### src/rtl/shift_arbiter_pkg.sv
// Shared types for the shift arbiter: shift opcodes, output-stage states
// and the number of requesters.
package shift_arbiter_pkg;

  localparam int NUM_REQ = 2;

  typedef enum logic [1:0] {
    SLL = 2'b00,
    SRL = 2'b01,
    SRA = 2'b10,
    ROL = 2'b11
  } shift_op_t;

  // Output register occupancy; res_valid is simply (state == OUT_FULL).
  typedef enum logic {
    OUT_EMPTY = 1'b0,
    OUT_FULL  = 1'b1
  } out_state_t;

endpackage

### src/rtl/shift_arbiter_if.sv
// Bundle of the two request channels and the result channel.
//
// Handshake rule for every channel: a transfer happens at a rising edge
// where valid && ready are both 1. The sender holds valid and its payload
// stable until that edge; ready may be computed combinationally from the
// valids and res_ready but never from the payload being offered.
interface shift_arbiter_if #(
  parameter int N = 2
);
  localparam int W = 2 ** N;

  logic         req0_valid;
  logic         req0_ready;
  logic [W-1:0] req0_a;
  logic [N-1:0] req0_shamt;
  logic [1:0]   req0_op;

  logic         req1_valid;
  logic         req1_ready;
  logic [W-1:0] req1_a;
  logic [N-1:0] req1_shamt;
  logic [1:0]   req1_op;

  logic         res_valid;
  logic         res_ready;
  logic [W-1:0] res_y;
  logic         res_id;

  // Requesters and the result consumer.
  modport master (
    output req0_valid, req0_a, req0_shamt, req0_op,
    output req1_valid, req1_a, req1_shamt, req1_op,
    output res_ready,
    input  req0_ready, req1_ready,
    input  res_valid, res_y, res_id
  );

  // The arbiter itself.
  modport slave (
    input  req0_valid, req0_a, req0_shamt, req0_op,
    input  req1_valid, req1_a, req1_shamt, req1_op,
    input  res_ready,
    output req0_ready, req1_ready,
    output res_valid, res_y, res_id
  );

endinterface

### src/rtl/shift_arbiter_shift_unit.sv
// Combinational W-bit shifter: logical left/right, arithmetic right and
// rotate left. A zero shift amount passes the operand through unchanged.
module shift_unit
  import shift_arbiter_pkg::*;
#(
  parameter int N = 2
) (
  input  logic [2**N-1:0] a,
  input  logic [N-1:0]    shamt,
  input  shift_op_t       op,
  output logic [2**N-1:0] y
);
  localparam int W = 2 ** N;

  logic [2*W-1:0] rot_tmp;

  // Rotate is the upper half of a doubled operand shifted left.
  assign rot_tmp = {a, a} << shamt;

  // Select the shift variant.
  always_comb begin
    y = a;
    case (op)
      SLL: y = a << shamt;
      SRL: y = a >> shamt;
      SRA: y = W'($signed(a) >>> shamt);
      ROL: y = rot_tmp[2*W-1:W];
      default: y = a;
    endcase
  end

endmodule

### src/rtl/shift_arbiter.sv
// Two-requester round-robin front end for a shared shift unit with a
// single-entry registered result stage tagged with the requester id.
module shift_arbiter
  import shift_arbiter_pkg::*;
#(
  parameter int N = 2
) (
  input  logic             clk,
  input  logic             rst_n,
  shift_arbiter_if.slave   bus,
  output out_state_t       state_dbg
);
  localparam int W = 2 ** N;

  out_state_t   state_q, state_d;
  logic         last_grant_q;
  logic         accept;
  logic         grant_valid;
  logic         grant_idx;
  logic         fire;
  logic [W-1:0] sel_a;
  logic [N-1:0] sel_shamt;
  logic [1:0]   sel_op;
  logic [W-1:0] shift_y;
  logic [W-1:0] res_y_q;
  logic         res_id_q;

  // The output register can take a new result when empty or being drained.
  assign accept = (state_q == OUT_EMPTY) || bus.res_ready;

  // Round-robin choice: on contention the requester not served last wins.
  always_comb begin
    grant_valid = 1'b0;
    grant_idx   = 1'b0;
    case ({bus.req1_valid, bus.req0_valid})
      2'b01: begin grant_valid = 1'b1; grant_idx = 1'b0;          end
      2'b10: begin grant_valid = 1'b1; grant_idx = 1'b1;          end
      2'b11: begin grant_valid = 1'b1; grant_idx = ~last_grant_q; end
      default: ;
    endcase
  end

  // Readies are held low during reset so nothing is lost in that cycle.
  assign fire           = rst_n && accept && grant_valid;
  assign bus.req0_ready = fire && !grant_idx;
  assign bus.req1_ready = fire && grant_idx;

  // Route the granted payload into the single shared shifter.
  always_comb begin
    sel_a     = bus.req0_a;
    sel_shamt = bus.req0_shamt;
    sel_op    = bus.req0_op;
    if (grant_idx) begin
      sel_a     = bus.req1_a;
      sel_shamt = bus.req1_shamt;
      sel_op    = bus.req1_op;
    end
  end

  shift_unit #(.N(N)) u_shift (
    .a     (sel_a),
    .shamt (sel_shamt),
    .op    (shift_op_t'(sel_op)),
    .y     (shift_y)
  );

  // Output-stage state register.
  always_ff @(posedge clk) begin
    if (!rst_n) state_q <= OUT_EMPTY;
    else        state_q <= state_d;
  end

  // Fill on a grant, empty on a drain with no grant, hold under backpressure.
  always_comb begin
    state_d = state_q;
    if (accept) state_d = grant_valid ? OUT_FULL : OUT_EMPTY;
  end

  // Result payload and round-robin pointer; stale payload is kept on drain.
  always_ff @(posedge clk) begin
    if (!rst_n) begin
      res_y_q      <= '0;
      res_id_q     <= 1'b0;
      last_grant_q <= 1'b1;
    end else if (fire) begin
      res_y_q      <= shift_y;
      res_id_q     <= grant_idx;
      last_grant_q <= grant_idx;
    end
  end

  assign bus.res_valid = (state_q == OUT_FULL);
  assign bus.res_y     = res_y_q;
  assign bus.res_id    = res_id_q;
  assign state_dbg     = state_q;

endmodule

### src/flat_wrapper.sv
// flat-port wrapper written by rule: the top's interface ports become plain ports
module shift_arbiter_flat import shift_arbiter_pkg::*;
#(
  parameter int N = 2
)
  (clk, rst_n, state_dbg, bus_req0_valid, bus_req0_a, bus_req0_shamt, bus_req0_op, bus_req1_valid, bus_req1_a, bus_req1_shamt, bus_req1_op, bus_res_ready, bus_req0_ready, bus_req1_ready, bus_res_valid, bus_res_y, bus_res_id);
  shift_arbiter_if #(.N(N)) bus_i ();
  input  logic clk;
  input  logic rst_n;
  output out_state_t state_dbg;
  input wire logic [$bits(bus_i.req0_valid)-1:0] bus_req0_valid;
  input wire logic [$bits(bus_i.req0_a)-1:0] bus_req0_a;
  input wire logic [$bits(bus_i.req0_shamt)-1:0] bus_req0_shamt;
  input wire logic [$bits(bus_i.req0_op)-1:0] bus_req0_op;
  input wire logic [$bits(bus_i.req1_valid)-1:0] bus_req1_valid;
  input wire logic [$bits(bus_i.req1_a)-1:0] bus_req1_a;
  input wire logic [$bits(bus_i.req1_shamt)-1:0] bus_req1_shamt;
  input wire logic [$bits(bus_i.req1_op)-1:0] bus_req1_op;
  input wire logic [$bits(bus_i.res_ready)-1:0] bus_res_ready;
  output wire logic [$bits(bus_i.req0_ready)-1:0] bus_req0_ready;
  output wire logic [$bits(bus_i.req1_ready)-1:0] bus_req1_ready;
  output wire logic [$bits(bus_i.res_valid)-1:0] bus_res_valid;
  output wire logic [$bits(bus_i.res_y)-1:0] bus_res_y;
  output wire logic [$bits(bus_i.res_id)-1:0] bus_res_id;
  assign bus_i.req0_valid = bus_req0_valid;
  assign bus_i.req0_a = bus_req0_a;
  assign bus_i.req0_shamt = bus_req0_shamt;
  assign bus_i.req0_op = bus_req0_op;
  assign bus_i.req1_valid = bus_req1_valid;
  assign bus_i.req1_a = bus_req1_a;
  assign bus_i.req1_shamt = bus_req1_shamt;
  assign bus_i.req1_op = bus_req1_op;
  assign bus_i.res_ready = bus_res_ready;
  assign bus_req0_ready = bus_i.req0_ready;
  assign bus_req1_ready = bus_i.req1_ready;
  assign bus_res_valid = bus_i.res_valid;
  assign bus_res_y = bus_i.res_y;
  assign bus_res_id = bus_i.res_id;
  shift_arbiter #(.N(N)) u_core (.clk(clk), .rst_n(rst_n), .bus(bus_i), .state_dbg(state_dbg));
endmodule
### config.mk
export PLATFORM = sky130hd
export DESIGN_NAME = shift_arbiter_flat
export DESIGN_NICKNAME = d
export VERILOG_FILES = /design/src/rtl/shift_arbiter_pkg.sv /design/src/rtl/shift_arbiter_if.sv /design/src/rtl/shift_arbiter_shift_unit.sv /design/src/rtl/shift_arbiter.sv /design/src/flat_wrapper.sv
export SDC_FILE = /design/constraint.sdc
export NUM_CORES = 1
export LEC_CHECK = 0
export ABC_AREA = 0
export BUFFER_PORTS_ARGS = -buffer_cell sky130_fd_sc_hd__buf_2
export CORE_MARGIN = 2
export CORE_UTILIZATION = 50
export CTS_CLUSTER_DIAMETER = 120
export DETAILED_ROUTE_END_ITERATION = 8
export PLACE_DENSITY_LB_ADDON = 0.05
export REMOVE_ABC_BUFFERS = 1
export SLEW_MARGIN = 10
export SYNTH_ARGS = -nofsm -noshare
export SYNTH_HDL_FRONTEND = slang
export SYNTH_SLANG_ARGS = --single-unit
### constraint.sdc
create_clock -name clk -period 1.9 [get_ports clk]
set_input_delay 0.095 -clock clk [delete_from_list [all_inputs] [get_ports clk]]
set_output_delay 0.095 -clock clk [all_outputs]
set_load 0.03 [all_outputs]
# --- After elaboration in Yosys (flattened, before gate mapping) ---
# Index checks and enable logic that the tools add are counted.
classes:
  n_bitwise: 2
  mux: 7
  eq_ne: 6
  n_shift: 4
  n_reduce_logical: 8
ops:
  columns: ["op", "n"]
  rows:
  - ["$pmux 4 s4", 1]
  - ["$eq 2x2->1 const B", 4]
  - ["$shl 8x2->8", 1]
  - ["$eq 2x1->1 const B", 2]
  - ["$logic_and 1x1->1", 4]
  - ["$mux 2", 2]
  - ["$mux 4", 1]
  - ["$shl 4x2->4", 1]
  - ["$shr 4x2->4", 1]
  - ["$sshr 4x2->4", 1]
  - ["$reduce_or 3->1", 1]
  - ["$logic_not 2->1", 1]
  - ["$mux 1", 2]
  - ["$not 1->1", 2]
  - ["$pmux 1 s2", 1]
  - ["$logic_not 1->1", 1]
  - ["$logic_or 1x1->1", 1]
word_totals:
  wordCells: 31
  regBits: 7
  inputBits: 21
  output_inout_bits: 9

# --- Depth between registers and ports, before layout ---
# Gate-level depths: netlist of the first run.
logic_depth:
  depth_word: 5
  ltp_mapped: 7
  ltp_nobuf: 5

# --- Hierarchy ---
# A second synthesis of the first run with hierarchy kept.
unflattened:
  hier_cells: 83
  hier_area_um2: 720.7
modules_own_cells:
  columns: ["mod", "cells_each", "area_each_um2", "seq_area_each_um2", "instances"]
  rows:
  - ["shift_arbiter", 43, 412.9, 140.1, 1]
  - ["shift_unit", 40, 307.8, 0.0, 1]

# --- Worst setup path before layout of the first run ---
# Ideal clock, no wire load.
synth_timing:
  kind: "flip-flop to flip-flop"
  startpoint: "reg u_core.last_grant_q"
  endpoint: "reg u_core.res_y_q[3] (netlist: u_core.bus.res_y[3])"
  setup_time_ns: 0.122
  arrival_time_ns: 1.385
  period_less_slack_ns: 1.506
  path_buffers: 1
  stages_incl_launch_ff: 7
  slack_ns: 0.394
  required_time_ns: 1.778
  path_cell_list: "dfxtp_1 > a21bo_1 > buf_6 > mux2i_4 > mux2_4 > a21oi_2 > a21oi_2"
synth_between:
  elab_chain_len: 5
  elab_cells_between_ends: 14
  cone_classes: "eq/ne (3); shift (4); mux (5); bitwise (1); reduce/logical (1)"
synth_lines:
  columns: ["element", "line", "rtl"]
  rows:
  - ["from (decl)", "shift_arbiter.sv:16", "logic last_grant_q;"]
  - ["from (signal assigned)", "shift_arbiter.sv:88", "last_grant_q <= grant_idx;"]
  - ["$not 1->1 (*)", "shift_arbiter.sv:38", "2'b11: begin grant_valid = 1'b1; grant_idx = ~last_grant_q; end"]
  - ["$pmux 1 s2 (*)", "shift_arbiter.sv:35", "case ({bus.req1_valid, bus.req0_valid})"]
  - ["$mux 4 or $mux 2 (tied branches)", "shift_arbiter.sv:53", "if (grant_idx) begin"]
  - ["$shl 8x2->8, or another cell as far along", "shift_arbiter_shift_unit.sv:18", "assign rot_tmp = {a, a} << shamt;"]
  - ["$pmux 4 s4 (*)", "shift_arbiter_shift_unit.sv:23", "case (op)"]
  - ["to (signal assigned)", "shift_arbiter.sv:86", "res_y_q <= shift_y;"]
  - ["to (decl)", "shift_arbiter.sv:25", "logic [W-1:0] res_y_q;"]
# Mark *: on every way between the ends. The rest lies on a longest branch, timed or not.
# A chain may end at the register's enable or synchronous reset.

# --- Worst setup path in the final report of the first run ---
layout_timing:
  startpoint: "reg u_core.last_grant_q"
  endpoint: "reg u_core.res_y_q[2] (netlist: u_core.bus.res_y[2])"
# Same word-level chain as after synthesis.

==> impl_metrics.toml, run 1 <==
[route]
detail_route.first_pass.iterations = 4
vias = 1047
viasPerCell = 5.721
wirelength_um = 2679
drt_iter0_drc = 21
drc = 0
wl_per_cell_um = 14.64
postRouteAntennaNets = 0

[timing]
slew_viol_final = 0
hold_violations = 0
setup_tns_ns = 0
slew_headroom_pct = 72.62
fmax_mhz = 588.7
fin_crit_sh_pct = 89.40
finClkSkew_ns = 0.0004897
max_slew.worst_pin.slew_ns = 0.4092
fin_crit_ns = 1.699
rsz0062_at_grt = "false"
whs_ns = 0.08752
setup_viol = 0

[final_layout]
instances_no_fill = 183
drive_gt1_share_pct = 29.49
nNetsFinal = 178
antenna_cells = 0
area_growth_pct = 16.52
final_util_pct = 61.16
design_area_um2 = 1200

[clocking]
cts_resized = 0
cts_max_path_buffers = 2
cts-buffers-inserted = 3
cts_tree = "yes"
insertion_delay_ns = 0.26
clk_pin_slew_ns = 0.05
cts_root_buffer = "clkbuf_4"
cts_num_sinks = 7
htreeDepth = 1
cts_setup_buffers = 0
holdBufCountCts = 0

[floorplanning]
rows = 16
fp.dieArea_um2 = 2438
ios = 30
coreArea_um2 = 1962
die_h_um = 49.38
die_x_um = 49.38
initial_core_util_pct = 52.49

[placement]
finalWeightedCongestion = 0.9081
placed_area_um2 = 1174
hpwlAfterDp_um = 2117
dp_cells = 179
io_buffer_count = 29

[global_routing]
antenna_found_initial = 0
grt_pass1_wl_um = 4388
grt_usage_pct = 23.19
overflow = 0
grt_max_degree = 20
grt_pass1_vias = 996

[synthesis]
synthCells = 130
synth.area.top_cells = "mux2i_1 24%, dfxtp_1 14%, o21ai_0 5.8%"
avgSynthCellArea_um2 = 7.921
ys_seq_area_share_pct = 13.61
synth_top_area_share_pct = 24.30
ys_types = 43
yosysTopAreaCell = "mux2i_1"
synth_seq_cells = 7
ys_warn_count = 0
synth_area_um2 = 1030

[power_and_ir_drop]
vdd_ir_drop_max_mv = 0.4910
p_per_area_nw_per_um2 = 532.6
p_sw_share_pct = 40.65
p_leak_nw = 0.5711
pwr-share-comb_pct = 51.4
pwr-share-seq_pct = 26.6
net-switching-power_w = 0.0002598
power.internal_w = 0.0003793
power.share.clock_pct = 22.0

[worst_setup_path]
cp-start-kind = "flip-flop"
critical_path_class = "reg -> reg"
crit_fanout = 5
end_kind = "flip-flop"
crit_required_ns = 2.08
cp.arrival_ns = 1.88

[min_path]
hold_path_class = "in -> reg"

[run_status]
status = "finished, final reports clean"

[flow_run]
cap_violations = 0
==> power by group through the flow <==
stage	registers (W)	logic, W	clock network, W
global route	0.000172	0.000356	0.000151
floorplan	0.000201	0.000179	0
global placement	0.000172	0.000326	0
detailed placement	0.000173	0.000327	0
CTS	0.000170	0.000328	0.000150
finish	0.000170	0.000328	0.000141
==> logic make-up after synthesis <==
kind of cell    after synthesis  share of synthesized area, %
simple gates                 40                         18.23
compound gates               36                         24.67
mux                          31                         33.66
buf+inv                      15                         8.990
flops                         7                         13.61
xor+xnor                      1                        0.8507
==> synth_stat cells (all sizes together) <==
| cell | instances |
|---|---|
| a31oi | 4 |
| a21boi | 2 |
| or2 | 1 |
| a211oi | 1 |
| inv | 4 |
| or3 | 1 |
| nor2 | 7 |
| o211ai | 1 |
| o211a | 1 |
| o221ai | 1 |
| nand2 | 16 |
| a2bb2oi | 1 |
| a21bo | 1 |
| nand2b | 1 |
| nand4 | 3 |
| nor3 | 2 |
| xnor2 | 1 |
| buf | 10 |
| clkbuf | 1 |
| and4 | 1 |
| o2111ai | 1 |
| mux2i | 28 |
| nand3 | 5 |
| nor2b | 1 |
| a221oi | 1 |
| a32o | 1 |
| o31a | 1 |
| nand3b | 1 |
| dfxtp | 7 |
| o21ai | 13 |
| a21oi | 6 |
| and2 | 1 |
| o2111a | 1 |
| mux2 | 3 |
==> metal layers <==
layer / GRT usage, % / share of wire [%] / vias up
met5: 0 / 0 / -
met4: 12.04 / 1.9 / 0
met3: 1.840 / 4.8 / 4
met2: 38.29 / 47 / 38
met1: 30.02 / 47 / 469
li1: - / - / 536
==> critical path: stages (launching register included) <==
cell	delay, ns
dfxtp_1	0.34
a21bo_1	0.27
buf_4	0.21
mux2i_2	0.24
mux2i_1	0.11
o211a_1	0.24
a211oi_2	0.20
==> area by class of cell <==
cell class | instances | area [µm²]
Tap cell | 27 | 33.78
Fill cell | 220 | 762.0
Timing Repair Buffer | 33 | 187.7
Inverter | 4 | 15.01
Clock buffer | 4 | 26.28
Multi-Input combinational cell | 108 | 797.0
Sequential cell | 7 | 140.1
==> state kept, by name, summed over array words and instances, names as in the netlist <==
name,count
u_core.bus.res_id,1
u_core.bus.res_valid,1
u_core.bus.res_y,4
u_core.last_grant_q,1
==> layout by cell type (no fill, tap or decap), types with 4 or more instances in the layout <==
cell and n:
a21oi_1 4, a31oi_1 4, buf_2 29, dfxtp_1 7, inv_1 4, mux2i_1 25, nand2_1 16, nand3_1 5
nor2_1 7, o21ai_0 12
==> worst paths after layout <==
kind	startpoint	endpoint	slack (ns)	cells after the start
setup / recovery	u_core.last_grant_q	u_core.bus.res_y[2]	0.20	6
setup reg to reg	u_core.last_grant_q	u_core.bus.res_y[2]	0.20	6
hold / removal	rst_n	u_core.last_grant_q	0.09	2
hold reg to reg	u_core.bus.res_id	u_core.bus.res_id	0.47	2
==> through the flow <==
step	setup WS, ns	total power [W]
floorplan	-0.3391	0.0003807
global placement	0.2465	0.0004987
detailed placement	0.2199	0.0004993
CTS	0.2065	0.0006477
global route	0.09415	0.0006795
finish	0.2013	0.0006391
No activity file was read; power rests on OpenSTA's default activity.
==> run 2: changes to the inputs <==
--- a/config.mk
+++ b/config.mk
@@ -8,7 +8,7 @@
 export ABC_AREA = 0
 export BUFFER_PORTS_ARGS = -buffer_cell sky130_fd_sc_hd__buf_2
 export CORE_MARGIN = 2
-export CORE_UTILIZATION = 50
+export CORE_UTILIZATION = 46
 export CTS_CLUSTER_DIAMETER = 120
 export DETAILED_ROUTE_END_ITERATION = 8
 export PLACE_DENSITY_LB_ADDON = 0.05
==> constraint.sdc (replaced) <==
create_clock -name clk -period 1.51 [get_ports clk]
set_input_delay 0.0755 -clock clk [delete_from_list [all_inputs] [get_ports clk]]
set_output_delay 0.0755 -clock clk [all_outputs]
set_load 0.03 [all_outputs]
==> run 2 against run 1 <==
The flow now finishes with violations (setup timing). First-iteration DRC count rose by 100%. Register-to-register slack got worse by 0.28 ns. Clock-buffer cell count did not move. Sequential power rose by 26%. Final area rose by 11%. Maximum frequency rose by 6.8%. Sequential share of layout area fell by 1.1 points. Critical endpoint is now u_core.bus.res_y[1]. Cell count rose by 7.7%. Non-clock buffer count rose by 13. Via count rose by 7.5%. Clock power rose by 21%. Largest power group unchanged. Setup slack got worse by 0.28 ns.
==> impl_metrics.toml, run 2 (synthesis gave the netlist of run 1 again) <==
[final_layout]
instances_no_fill = 197
antenna_cells = 0
nNetsFinal = 191
mostFrequentLayoutCells = "29 x buf_2, 23 x mux2i_1, 16 x nand2_1, 13 x buf_4, 12 x o21ai_0"
drive_gt1_share_pct = 39.64
area_growth_pct = 29.40
final_common_cell = "buf_2"
design_area_um2 = 1333
largest_register_ffs = 4

[floorplanning]
rows = 17
fp.dieArea_um2 = 2633
die_h_um = 51.32
coreArea_um2 = 2170
ios = 30
initial_core_util_pct = 47.46
die_x_um = 51.32

[placement]
io_buffer_count = 29
finalWeightedCongestion = 0.8762
dp_cells = 191
placed_area_um2 = 1245
hpwlAfterDp_um = 2264

[timing]
fin_crit_sh_pct = 105.3
rsz0062_at_grt = "true"
finClkSkew_ns = 0.0001562
setup_viol = 3
hold_violations = 0
setup_tns_ns = -0.1634
slew_headroom_pct = 82.14
worst_slack_ns = -0.08000
fin_crit_ns = 1.590
slew_viol_final = 0
fmax_mhz = 628.9
max_slew.worst_pin.slew_ns = 0.2604

[route]
detail_route.first_pass.iterations = 4
viasPerCell = 5.716
postRouteAntennaNets = 0
wirelength_um = 2843
drc = 0
drt_iter0_drc = 42
vias = 1126
wl_per_cell_um = 14.43

[min_path]
hold_path_class = "in -> reg"

[global_routing]
antenna_found_initial = 0
grt_max_degree = 16
overflow = 0
grt_usage_pct = 22.10
grt_pass1_wl_um = 4360
grt_pass1_vias = 972

[power_and_ir_drop]
p_per_area_nw_per_um2 = 641.7
p_leak_nw = 0.6394
vdd_ir_drop_max_mv = 0.5881

[worst_setup_path]
cp.arrival_ns = 1.73
critical_path_class = "reg -> reg"
crit_required_ns = 1.65
end_kind = "flip-flop"
crit_fanout = 4
cp-start-kind = "flip-flop"

[clocking]
cts_num_sinks = 7
cts_max_path_buffers = 2
insertion_delay_ns = 0.25
holdBufCountCts = 0
cts_root_buffer = "clkbuf_4"
htreeDepth = 1
cts-buffers-inserted = 3
clk_pin_slew_ns = 0.05
cts_tree = "yes"

[run_status]
violations = "setup timing"
status = "finished, violations left"

[flow_run]
cap_violations = 0
[run 2: cell types whose count changed in the layout (fill, tap and decap cells not counted), moves of 2 or more]
cell	delta
mux2i_2	+2
buf_4	+10
buf_6	+4
mux2i_1	-2
[run 2: final cells by class]
class	instances	area, µm²
fill	215	837.1
timing repair buffer	46	287.8
tap	28	35.03
multi-input combinational	108	827.0
inverter	4	15.01
sequential	7	141.4
clock buffer	4	26.28
[run 2: final timing paths]
check | cells after the start | from | end | slack [ns]
worst max register to register | 6 | u_core.last_grant_q | u_core.bus.res_y[1] | -0.08
worst min register to register | 2 | u_core.bus.res_id | u_core.bus.res_id | 0.48
worst min-delay path | 2 | rst_n | u_core.last_grant_q | 0.08
worst max-delay path | 6 | u_core.last_grant_q | u_core.bus.res_y[1] | -0.08
[run 2: routing by layer]
metal | vias to the layer above | global-route usage (%) | wire [µm]
met5 | - | 0 | 0
met1 | 527 | 29.43 | 1311
met3 | 0 | 4.678 | 160
met2 | 39 | 37.23 | 1371
li1 | 560 | - | -
met4 | 0 | 3.509 | 0
[run 2: timing repair]
item | CTS | global route
pin swaps | 3 | 3
endpoints found under the setup margin | 4 | 6
setup buffers | 0 | 2
endpoints found under the hold margin | 0 | 0
gates resized for setup | 5 | 8
[run 2: per-stage QoR]
step	power, W	hold slack (ns)	setup WS (ns)	util, %
floorplan	0.0004790	0.1473	-0.7291	-
global placement	0.0006526	0.3336	-0.1416	57.38
detailed placement	0.0006530	0.3375	-0.1672	57.38
CTS	0.0008370	0.06975	-0.08975	59.28
global route	0.0009059	0.08302	-0.1256	61.42
finish	0.0008550	0.08115	-0.08000	61.42
[run 2: critical path: stages, from the launching register on]
cell	delay [ns]
dfxtp_2	0.33
a21bo_4	0.24
mux2i_4	0.21
buf_6	0.14
a221oi_2	0.24
mux2i_1	0.10
a32o_1	0.21
[run 2: power breakdown]
part | switching, W | total [W] | internal (W)
registers | 0.0000104 | 0.000215 | 0.000205
clock network | 0.0000689 | 0.000170 | 0.000101
logic | 0.000257 | 0.000470 | 0.000213
==> run 3: changes to the inputs <==
--- a/config.mk
+++ b/config.mk
@@ -8,7 +8,7 @@
 export ABC_AREA = 0
 export BUFFER_PORTS_ARGS = -buffer_cell sky130_fd_sc_hd__buf_2
 export CORE_MARGIN = 2
-export CORE_UTILIZATION = 46
+export CORE_UTILIZATION = 50
 export CTS_CLUSTER_DIAMETER = 120
 export DETAILED_ROUTE_END_ITERATION = 8
 export PLACE_DENSITY_LB_ADDON = 0.05
==> constraint.sdc (replaced) <==
create_clock -name clk -period 1.49 [get_ports clk]
set_input_delay 0.0745 -clock clk [delete_from_list [all_inputs] [get_ports clk]]
set_output_delay 0.0745 -clock clk [all_outputs]
set_load 0.03 [all_outputs]
==> run 3 against run 2 <==
The run still ends with setup timing left. Power increased by 4.9%. Final area increased by 2.3%. Flip-flop and latch count unchanged. Non-clock buffer count unchanged. Largest cell class unchanged.
==> impl_metrics.toml, run 3 (synthesis gave the netlist of run 1 again) <==
[run_status]
status = "finished, violations left"
violations = "setup timing"

[timing]
fin_crit_ns = 1.588
rsz0062_at_grt = "true"
setup_viol = 4
finClkSkew_ns = 0.002940
fmax_mhz = 629.6
slew_headroom_pct = 75.69
fin_crit_sh_pct = 106.6
hold_violations = 0
max_slew.worst_pin.slew_ns = 0.3545
slew_viol_final = 0
worst_slack_ns = -0.09827

[worst_setup_path]
cp_common_cell = "a21oi_2"
cp-start-kind = "flip-flop"
rr_startpoint = "u_core.last_grant_q"
slowest_delay_ns = 0.38
reg2reg_slack_ns = -0.1
critPathTopFamily = "multiplexers"
critical_path_class = "reg -> reg"
reg2reg_depth = 5
crit_buf_inv = 0
path_cells = "a21bo_4, mux2i_4, mux2_4, a21oi_2, a21oi_2"
crit_required_ns = 1.63
cp.arrival_ns = 1.73
cp_slowest_cell = "dfxtp_2"
r2r-end = "u_core.bus.res_y[3]"
end_kind = "flip-flop"
crit_fanout = 6

[global_routing]
overflow = 0
grt_pass1_wl_um = 4850
antenna_found_initial = 0
grt_pass1_vias = 1042
grt_usage_pct = 25.27
grt_max_degree = 13

[placement]
dp_cells = 189
placed_area_um2 = 1236
finalWeightedCongestion = 0.9637
io_buffer_count = 29
hpwlAfterDp_um = 2239

[flow_run]
cap_violations = 0

[route]
drc = 0
viasPerCell = 5.781
detail_route.first_pass.iterations = 4
wl_met1_um = 1269
wl_per_cell_um = 15.29
top_layer = "met4"
postRouteAntennaNets = 0
wl_met3_um = 247
route.met2.wl_um = 1405
wirelength_um = 2997
drt_iter0_drc = 33
vias = 1133

[floorplanning]
fp.dieArea_um2 = 2438
die_h_um = 49.38
initial_core_util_pct = 52.49
die_x_um = 49.38
coreArea_um2 = 1962
ios = 30
rows = 16

[clocking]
cts_tree = "yes"
cts_root_buffer = "clkbuf_4"
clk_pin_slew_ns = 0.06
htreeDepth = 1
cts_max_path_buffers = 2
cts-buffers-inserted = 3
insertion_delay_ns = 0.25
cts_num_sinks = 7
holdBufCountCts = 0

[final_layout]
multi_input_area_um2 = 859.6
area_growth_pct = 32.44
drive_gt1_share_pct = 40.83
final_common_cell = "buf_2"
largest_register_ffs = 4
fillers = 189
antenna_cells = 0
instances_no_fill = 196
seq_area_um2 = 141.4
nNetsFinal = 191
mostFrequentLayoutCells = "29 x buf_2, 22 x mux2i_1, 16 x nand2_1, 13 x buf_4, 12 x o21ai_0"
final_util_pct = 69.52
design_area_um2 = 1364

[min_path]
whs_path_depth = 2
min_to = "u_core.last_grant_q"
worstHoldStart = "rst_n"
hold_path_class = "in -> reg"

[power_and_ir_drop]
power_w = 0.0008969
p_leak_nw = 0.6419
p_per_area_nw_per_um2 = 657.7
vdd_ir_drop_max_mv = 0.6142
-- run 3: worst reg2reg max path, stage by stage (launching register included) --
cell	delay, ns
dfxtp_2	0.38
a21bo_4	0.19
mux2i_4	0.35
mux2_4	0.34
a21oi_2	0.15
a21oi_2	0.07
-- run 3: where the power goes --
group / switching, W / total, W / internal [W] / leakage [nW]
Clock: 0.0000745 / 0.000177 / 0.000102 / 0.0150
Combinational: 0.000274 / 0.000499 / 0.000225 / 0.569
Sequential: 0.0000132 / 0.000221 / 0.000207 / 0.0579
Total: 0.000362 / 0.000897 / 0.000535 / 0.642
-- run 3: how the worst max path moves through the flow --
stage,start,end,cells past startpoint
6_report,u_core.last_grant_q,u_core.bus.res_y[3],5
3_5_place_dp,u_core.last_grant_q,u_core.bus.res_y[2],7
2_1_floorplan,u_core.last_grant_q,u_core.bus.res_y[2],5
4_1_cts,u_core.last_grant_q,u_core.bus.res_y[3],6
5_1_grt,u_core.last_grant_q,u_core.bus.res_y[3],5
3_3_place_gp,u_core.last_grant_q,u_core.bus.res_y[1],6
-- run 3: per-stage QoR --
step	setup slack [ns]	TNS (ns)	hold WS [ns]
finish	-0.09827	-0.2843	0.07867
global route	-0.1564	-0.5516	0.08165
CTS	-0.05158	-0.1691	0.06815
detailed placement	-0.1036	-0.3696	0.3348
global placement	-0.1002	-0.2917	0.3263
floorplan	-0.7491	-3.349	0.1463
-- run 3: routing by layer --
metal	vias to the layer above	GRT usage, %
li1	561	-
met1	508	34.65
met2	55	40.99
met3	9	2.454
met4	0	9.259
met5	-	0
-- run 3: final cells by class --
type                       instances  area share (%)
multi-input combinational        108           63.03
clock buffer                       4           1.927
timing repair buffer              46           21.10
tap                               27           2.477
inverter                           4           1.101
sequential                         7           10.37
-- run 3: what timing repair did --
action | CTS | global route
pin swaps | 3 | 3
endpoints found under the setup margin | 4 | 6
gates resized for setup | 10 | 8
gates cloned | 0 | 0
hold endpoints to repair | 0 | 0
setup buffers | 2 | 1
